File: src/rtl/leaf_controller.sv
// Leaf end of the root hub control protocol: filters root control words, streams measurements to the decoder, times the decode, returns a result word.
// Latency: header with N = 0 accepted at t gives decode_start at t+1, RUNNING from t+2; result valid the cycle after decode_done is sampled.
// Backpressure: measurement words pass meas_ready straight back to rx_ready; the result word is held until tx_ready, with the downlink stalled meanwhile.
module leaf_controller #(
    parameter logic [7:0] FPGA_ID                 = 8'd1,
    parameter logic [7:0] ROOT_ID                 = 8'd0,
    parameter logic [7:0] START_DECODING_MSG      = 8'h01,
    parameter logic [7:0] MEASUREMENT_DATA_HEADER = 8'h02,
    parameter logic [7:0] RESULT_MSG              = 8'h03
) (
    input  logic        clk,
    input  logic        reset,
    input  logic [63:0] rx_data,
    input  logic        rx_valid,
    output logic        rx_ready,
    output logic [63:0] tx_data,
    output logic        tx_valid,
    input  logic        tx_ready,
    output logic [63:0] meas_data,
    output logic        meas_valid,
    input  logic        meas_ready,
    output logic        decode_start,
    input  logic        decode_done,
    input  logic [7:0]  decode_iterations
);

    typedef enum logic [2:0] {
        S_IDLE,
        S_WAIT_HEADER,
        S_LOAD_DATA,
        S_START,
        S_RUNNING,
        S_SEND_RESULT
    } state_t;

    typedef struct packed {
        logic [7:0]  dest;
        logic [7:0]  msg_type;
        logic [7:0]  iterations;
        logic [15:0] cycles;
        logic [14:0] rsvd;
        logic        multi_fpga_run;
        logic [7:0]  src;
    } result_t;

    state_t      state;
    logic [15:0] remaining;
    logic [15:0] cycle_cnt;
    logic [15:0] cycle_next;
    logic        multi_fpga_run;
    result_t     result_q;
    logic        tx_valid_q;
    logic        decode_start_q;

    logic        for_us;
    logic        is_start;
    logic        is_header;
    logic        rx_fire;

    // Decode of the incoming control word and the saturating cycle count.
    always_comb begin
        for_us     = (rx_data[63:56] == FPGA_ID) || (rx_data[63:56] == 8'hFF);
        is_start   = (rx_data[47:40] == START_DECODING_MSG);
        is_header  = (rx_data[47:40] == MEASUREMENT_DATA_HEADER);
        rx_fire    = rx_valid && rx_ready;
        cycle_next = (cycle_cnt == 16'hFFFF) ? cycle_cnt : cycle_cnt + 16'd1;
    end

    // Downlink ready: control states always accept, data state mirrors the decoder, stalled otherwise and in reset.
    always_comb begin
        rx_ready = 1'b0;
        if (reset) begin
            case (state)
                S_IDLE, S_WAIT_HEADER: rx_ready = 1'b1;
                S_LOAD_DATA:           rx_ready = meas_ready;
                default:               rx_ready = 1'b0;
            endcase
        end
    end

    assign meas_data    = rx_data;
    assign meas_valid   = (state == S_LOAD_DATA) && rx_valid;
    assign tx_data      = result_q;
    assign tx_valid     = tx_valid_q;
    assign decode_start = decode_start_q;

    // Protocol state machine with registered result, tx_valid and decode_start.
    always_ff @(posedge clk or negedge reset) begin
        if (!reset) begin
            state          <= S_IDLE;
            remaining      <= 16'd0;
            cycle_cnt      <= 16'd0;
            multi_fpga_run <= 1'b0;
            result_q       <= '0;
            tx_valid_q     <= 1'b0;
            decode_start_q <= 1'b0;
        end else begin
            decode_start_q <= 1'b0;
            case (state)
                S_IDLE: begin
                    if (rx_fire && for_us && is_start) begin
                        multi_fpga_run <= rx_data[0];
                        state          <= S_WAIT_HEADER;
                    end
                end
                S_WAIT_HEADER: begin
                    if (rx_fire && for_us) begin
                        if (is_header) begin
                            remaining <= rx_data[15:0];
                            if (rx_data[15:0] != 16'd0) begin
                                state <= S_LOAD_DATA;
                            end else begin
                                state          <= S_START;
                                decode_start_q <= 1'b1;
                            end
                        end else if (is_start) begin
                            // A repeated start simply refreshes the run flag.
                            multi_fpga_run <= rx_data[0];
                        end
                    end
                end
                S_LOAD_DATA: begin
                    if (rx_fire) begin
                        remaining <= remaining - 16'd1;
                        if (remaining == 16'd1) begin
                            state          <= S_START;
                            decode_start_q <= 1'b1;
                        end
                    end
                end
                S_START: begin
                    cycle_cnt <= 16'd0;
                    state     <= S_RUNNING;
                end
                S_RUNNING: begin
                    // The sampling cycle itself is counted, so done on the first cycle reports 1.
                    cycle_cnt <= cycle_next;
                    if (decode_done) begin
                        result_q <= '{dest:           ROOT_ID,
                                      msg_type:       RESULT_MSG,
                                      iterations:     decode_iterations,
                                      cycles:         cycle_next,
                                      rsvd:           15'd0,
                                      multi_fpga_run: multi_fpga_run,
                                      src:            FPGA_ID};
                        tx_valid_q <= 1'b1;
                        state      <= S_SEND_RESULT;
                    end
                end
                S_SEND_RESULT: begin
                    if (tx_ready) begin
                        tx_valid_q <= 1'b0;
                        state      <= S_IDLE;
                    end
                end
                default: state <= S_IDLE;
            endcase
        end
    end

endmodule

File: config.mk
export PLATFORM = sky130hd
export DESIGN_NAME = leaf_controller
export DESIGN_NICKNAME = d
export VERILOG_FILES = /design/src/rtl/leaf_controller.sv
export SDC_FILE = /design/constraint.sdc
export NUM_CORES = 1
export LEC_CHECK = 0
export ABC_AREA = 0
export CORE_MARGIN = 2
export CORE_UTILIZATION = 38
export CTS_BUF_LIST = sky130_fd_sc_hd__clkbuf_4
export CTS_CLUSTER_DIAMETER = 200
export DETAILED_ROUTE_END_ITERATION = 6
export GPL_TIMING_DRIVEN = 0
export PLACE_DENSITY = 0.79
export SYNTH_ARGS = -nofsm -noshare
export SYNTH_HDL_FRONTEND = slang
export SYNTH_SLANG_ARGS = --single-unit
File: constraint.sdc
create_clock -name clk -period 2.31 [get_ports clk]
set_input_delay 0.231 -clock clk [delete_from_list [all_inputs] [get_ports clk]]
set_output_delay 0.231 -clock clk [all_outputs]
set_load 0.1 [all_outputs]
==> summary.md, run 1 <==
| Metric | Value |
|---|---|
| Synth area leaders | `dfrtp_1 37%, buf_4 17%, nand2_1 3.7%, a21oi_1 3.7%, o21ai_0 3.7%` |
| Critical path buffers and inverters | `3` |
| Final Cell Area | `roughly 0.0064 mm²` |
| Slew Limit Fails | `0` |
| CP required | `~2100 ps` |
| Unrepaired setup endpoints after global routing | `yes` |
| Post-route DRC | `0` |
| Clk buf depth | `2` |
| Final min period | `around 2300 ps` |
| Drt pass-1 iters | `4` |
| Area delta synth->final | `45.1%` |
| Drt initial violations | `roughly 250` |
| Vias/cell | `around 5.2` |
| Total of flip-flops plus latches after synthesis | `64` |
| H-tree depth | `3` |
| Peak Freq | `~0.44 GHz` |
| Final worst slack | `~43 ps` |
| Synthesized cell area | `0.00439 mm²` |
| Routability cong. | `0.930` |
| Chip Width | `between 100 and 150 µm` |
| Failing checks | `hold timing` |
| Setup WS pre-CTS | `-869 ps` |
| Post-synthesis sequential area ratio | `36.5%` |
| Slew HR | `33.7%` |
| Vias in the first global route | `between 4000 and 5000` |
| All-layer global routing usage | `19.3%` |
| Register Area | `~0.0016 mm²` |
| Worst-Margin Slew | `slightly below 1000 ps` |
| Fin crit share | `98.1%` |
| Delay-heaviest family, CP | `buffers and inverters` |
| Top cell type's share of synthesized area | `36.5%` |
| Clock Skews | `18.8 ps` |
| Post-synth EDFFs | `0` |
| Worst skew pair latency | `roughly 430 ps` |
| WP data arrival | `between 2000 and 2500 ps` |
| Fin nets | `slightly below 800` |
| CP peak stage delay | `between 1000 and 1500 ps` |
| First-pass GRT wire length | `just under 20000 µm` |
| Routed WL | `approximately 12000 µm` |
| Syn. warnings | `0` |
| Area taken by multi-input logic gates | `between 0.002 and 0.0025 mm²` |
| Overflow after GRT | `0` |
| Main synth FF type | `dfrtp_1` |
| Crit end category | `output port` |
| Hold WS | `-107 ps` |
| TritonCTS Sinks | `64` |
| Synth area leader | `dfrtp_1` |
| Detail Placement HPWL | `approximately 9200 µm` |
| # rows | `39` |
| Worst-path clk slew | `120 ps` |
| Post-synthesis cell count | `500` |
| Via count | `~4400` |
| Outcome | `finished, violations left` |
| IO Pins | `210` |
| Critical-path cell list | `clkdlybuf4s50_1 -> buf_4 -> clkdlybuf4s50_1` |
| DR WL/cell | `14.6 µm` |
| Die ar. | `between 0.01 and 0.015 mm²` |
| Async set-reset flop share out of synthesis | `100%` |
| Largest net degree at the start of global routing | `67` |
| Pwr Density | `around 470 mW/mm²` |
| Placed cell area | `slightly above 0.006 mm²` |
| Leak pwr | `between 2 and 3 nW` |
| Final Hold Viols | `64` |
| Post-DRT Antenna Nets | `0` |
| Setup violations, final | `0` |
| Core area | `about 0.011 mm²` |
| Distinct cells, synth | `62` |
| CTS Root Cell | `clkbuf_4` |
| IR drop worst, VDD | `roughly 0.24 mV` |
| Port-buffer cells | `approximately 140` |
| Die Y | `111 µm` |
| Worst r2r path cells | `5` |
| CTS tree | `yes` |
| Share of layout cells above drive strength 1 | `between 20% and 30%` |
| Mean Syn Cell Area | `8.77 µm²` |
| CP startpoint kind | `input port` |
| Initial antenna violation count | `1` |
| Crit-path slowest cell | `clkdlybuf4s50_1` |
| Crit-path max FO | `3` |
| Initial core utilization | `around two fifths` |
| # fillers | `995` |
| Crit path depth | `3` |
| Setup Crit Path Kind | `in2out` |
| Max-Cap Viols | `0` |
| Cts bufs inserted | `9` |
| CP most frequent cell | `clkdlybuf4s50_1` |
| Hold Crit Class | `in2async` |
layer usage:
layer | global-route usage [%] | vias to the layer above | part of all wire, %
met5 | 0 | - | 0
met3 | 4.46 | 23 | 7.1
met1 | 24.2 | 2065 | 43
met4 | 8.23 | 0 | 2.2
li1 | - | 2035 | -
met2 | 32.1 | 228 | 48
repair_timing:
action	CTS	global route
setup endpoints to repair	41	41
setup buffers	1	3
pin swaps	1	1
hold endpoints to repair	64	64
resized for setup	20	26
flip-flops by register name, indices dropped and copies added (netlist names):
| signal | flops |
|---|---|
| cycle_cnt | 16 |
| decode_start | 1 |
| multi_fpga_run | 1 |
| remaining | 16 |
| state | 3 |
| tx_data | 26 |
| tx_valid | 1 |
worst paths after layout:
path	start	endpoint	slack, ps
max in group asynchronous	reset	cycle_cnt[0]$_DFFE_PN0P_	1790
max	rx_data[2]	meas_data[2]	40
max reg2reg	remaining[10]$_DFFE_PN0P_	remaining[15]$_DFFE_PN0P_	50
min in group clk	decode_iterations[0]	tx_data[40]$_DFFE_PN0P_	420
min reg2reg	tx_data[30]$_DFFE_PN0P_	tx_data[30]$_DFFE_PN0P_	490
min	reset	decode_start$_DFF_PN0_	-110
synth_stat cells, drive strengths merged, types with 4 or more instances:
master,instances
o2bb2ai,5
nand4,7
nor2,19
o31ai,7
xnor2,10
nor3,9
a21oi,33
nand2,44
a211oi,4
buf,104
mux2,11
nand2b,6
a31oi,14
nand3,21
a22o,5
dfrtp,64
clkbuf,21
or3,4
o21ai,32
inv,9
nor4,8
or4,7
a21o,4
and3,6
area by class of cell:
cell class	count	share of cell area [%]
timing repair buffer	145	22.7
inverter	9	0.531
tap	143	2.81
sequential	64	25.2
buffer	122	13.4
antenna	1	0.0393
multi-input combinational	337	33.2
clock buffer	10	1.18
clock inverter	6	0.944
where the power goes:
part	leakage (nW)	internal, mW	switching, mW
clock	0.0722	0.336	0.418
combinational	1.94	0.288	0.817
sequential	0.878	1.13	0.0114
total	2.89	1.75	1.25
cell families (layout without fill, tap and decap cells):
kind of cell	after synthesis	count (layout)	synth area share, %
AOI/OAI and AO/OA	123	123	18.0
buffers and inverters	134	292	20.3
and+or+nand+nor	151	151	18.8
DFF	64	64	36.5
muxes	13	13	3.28
adders and majority gates	3	3	0.856
other	1	37	0.0855
xor gates and xnor gates	11	11	2.20
through the flow:
| stage | std cells | util (%) | total power, mW | setup TNS [ps] | hold WS (ps) |
|---|---|---|---|---|---|
| floorplan | 535 | - | 2.02 | 0 | -64.6 |
| global placement | 819 | 53.9 | 2.26 | -138880 | 467 |
| detailed placement | 819 | 53.9 | 2.26 | -15050 | 394 |
| CTS | 835 | 55.5 | 3.03 | -245 | -82.4 |
| global route | 837 | 56.2 | 3.12 | -58.7 | -54.1 |
| finish | 837 | 56.2 | 3.00 | 0 | -107 |
cell usage in the layout (no fill, tap or decap), types with 14 or more instances in the layout:
| cell | n |
|---|---|
| o21ai_0 | 31 |
| dfrtp_1 | 60 |
| a31oi_1 | 14 |
| buf_4 | 108 |
| nor2_1 | 17 |
| nand2_1 | 42 |
| clkdlybuf4s50_1 | 135 |
| a21oi_1 | 32 |
| conb_1 | 36 |
| nand3_1 | 21 |
No activity file was read; power rests on OpenSTA's default activity.
==> run 2: changes to the inputs <==
SKIP_LAST_GASP = 1   (was default)
==> run 2 against run 1 <==
The run still ends with hold timing left. Clock power hardly changed. Design area about the same. Sequential power about the same. Clock-buffer cell count did not move. Utilization about the same. Die area unchanged. Worst hold slack improved by 0.75 ps. Maximum frequency about the same. Sequential share of layout area is essentially flat. First-iteration DRC count up 8.8%. Non-clock buffer count stayed put. Global-route usage unchanged. Critical path type is now reg2reg. Highest routed layer unchanged.
==> summary.md, run 2 (synthesis gave the netlist of run 1 again) <==
| Metric | Value |
|---|---|
| Chip Width | `between 100 and 150 µm` |
| CP required | `approximately 2600 ps` |
| CTS tree | `yes` |
| Final Hold Viols | `64` |
| Hold Crit Class | `in2async` |
| Drt pass-1 iters | `5` |
| Worst-path clk slew | `approximately 120 ps` |
| CP startpoint kind | `register` |
| Critical path buffers and inverters | `2` |
| Unrepaired setup endpoints after global routing | `yes` |
| Post-DRT Antenna Nets | `0` |
| Setup violations, final | `0` |
| Hold WS | `-106 ps` |
| TritonCTS Sinks | `64` |
| Peak Freq | `approximately 0.44 GHz` |
| DR WL/cell | `around 15 µm` |
| Final min period | `2270 ps` |
| IR drop worst, VDD | `roughly 0.24 mV` |
| Cts bufs inserted | `9` |
| Placed cell area | `0.00610 mm²` |
| Max-Cap Viols | `0` |
| Drt initial violations | `around 270` |
| Crit-path slowest cell | `or3_1` |
| Delay-heaviest family, CP | `simple AND/OR/NAND/NOR gates` |
| Routed WL | `around 12000 µm` |
| Post-route DRC | `0` |
| WP data arrival | `around 2600 ps` |
| Max reg flops | `26` |
| Port-buffer cells | `141` |
| CP peak stage delay | `approximately 400 ps` |
| Outcome | `finished, violations left` |
| Area delta synth->final | `45.1%` |
| Overflow after GRT | `0` |
| H-tree depth | `3` |
| Critical-path cell list | `buf_2 -> nor2_2 -> nand2_1 -> or3_1 -> clkbuf_1 -> a21oi_4 -> mux2_2` |
| Leak pwr | `roughly 2.9 nW` |
| Crit end category | `register` |
| Fin nets | `around 770` |
| Pwr Density | `around 470 mW/mm²` |
| Slew Limit Fails | `0` |
| Placed cell count | `819` |
| Core area | `about 0.011 mm²` |
| # rows | `39` |
| IO Pins | `210` |
| Most common cell after layout, fill and taps aside | `clkdlybuf4s50_1` |
| Final Cell Area | `0.00636 mm²` |
| Post-Layout Cell Count | `between 800 and 900` |
| Via count | `approximately 4400` |
| Slew HR | `approximately a third` |
| Vias in the first global route | `a little over 4000` |
| Initial antenna violation count | `1` |
| CTS Root Cell | `clkbuf_4` |
| Clk buf depth | `2` |
| Crit-path max FO | `10` |
| Setup WS pre-CTS | `-869 ps` |
| Die Y | `roughly 110 µm` |
| Worst skew pair latency | `around 430 ps` |
| Worst-Margin Slew | `around 990 ps` |
| Final worst slack | `just over 40 ps` |
| Total negative slack | `0 ps` |
| Routability cong. | `~0.93` |
| Vias/cell | `around 5.2` |
| Initial core utilization | `between 30% and 40%` |
| Largest net degree at the start of global routing | `67` |
| Detail Placement HPWL | `slightly above 9000 µm` |
| Commonest non-fill, non-tap cells in the layout | `135 x clkdlybuf4s50_1, 108 x buf_4, 60 x dfrtp_1` |
| First-pass GRT wire length | `between 15000 and 20000 µm` |
| Die ar. | `around 0.012 mm²` |
| Clock Skews | `18.9 ps` |
| Setup Crit Path Kind | `reg2reg` |
| All-layer global routing usage | `about a fifth` |
| # fillers | `slightly below 1000` |
| Failing checks | `hold timing` |
| Share of layout cells above drive strength 1 | `24.2%` |
| Fin crit share | `a little over nine tenths` |
run 2: worst register-to-register path, cell delays in order, from the launching register on:
cell      delay, ps
dfrtp_1         370
buf_2           190
nor2_2          140
nand2_1         160
or3_1           410
clkbuf_1        230
a21oi_4         280
mux2_2          370
run 2: stage by stage:
step	utilization (%)	power, mW
final	56.2	3.00
after floorplan	-	2.02
after detailed placement	53.9	2.26
after global routing	56.2	3.12
after CTS	55.5	3.03
after global placement	53.9	2.26
run 2: final cells by class:
type	count	area, µm²	share of cell area [%]
diodes	1	2.50	0.0393
inverters	9	33.8	0.531
repair buffers	145	1440	22.7
clock buffers	10	75.1	1.18
multi-input cells	337	2110	33.2
plain buffers	122	852	13.4
flip-flops and latches	64	1610	25.3
clock inverters	6	60.1	0.944
well taps	143	179	2.81
run 2: worst paths after layout:
path                                         start                       end  slack, ps  depth (start not counted)
min in group clk              decode_iterations[0]   tx_data[40]$_DFFE_PN0P_        420                          2
min                                          reset    decode_start$_DFF_PN0_       -110                          1
max reg2reg                   state[1]$_DFFE_PN0P_  remaining[1]$_DFFE_PN0P_         40                          7
min reg2reg                tx_data[30]$_DFFE_PN0P_   tx_data[30]$_DFFE_PN0P_        490                          1
max                           state[1]$_DFFE_PN0P_  remaining[1]$_DFFE_PN0P_         40                          7
max in group asynchronous                    reset  cycle_cnt[0]$_DFFE_PN0P_       1800                          1
run 2: per-layer routing:
metal,part of all wire [%],global-route usage (%),vias to the layer above
met5,0,0,-
met4,2.1,8.23,0
met3,7.7,4.46,21
met2,48,32.1,244
met1,42,24.2,2064
li1,-,-,2034
run 2: power breakdown:
group          leakage [nW]  internal [mW]  switching (mW)
logic                  1.93          0.288           0.816
clock network        0.0722          0.336           0.419
registers             0.878           1.13          0.0116
run 2: what timing repair did:
action | in CTS | in global routing
setup buffers | 1 | 3
endpoints found under the hold margin | 64 | 64
gates resized for setup | 20 | 24
pin swaps | 1 | 1
setup endpoints to repair | 41 | 41
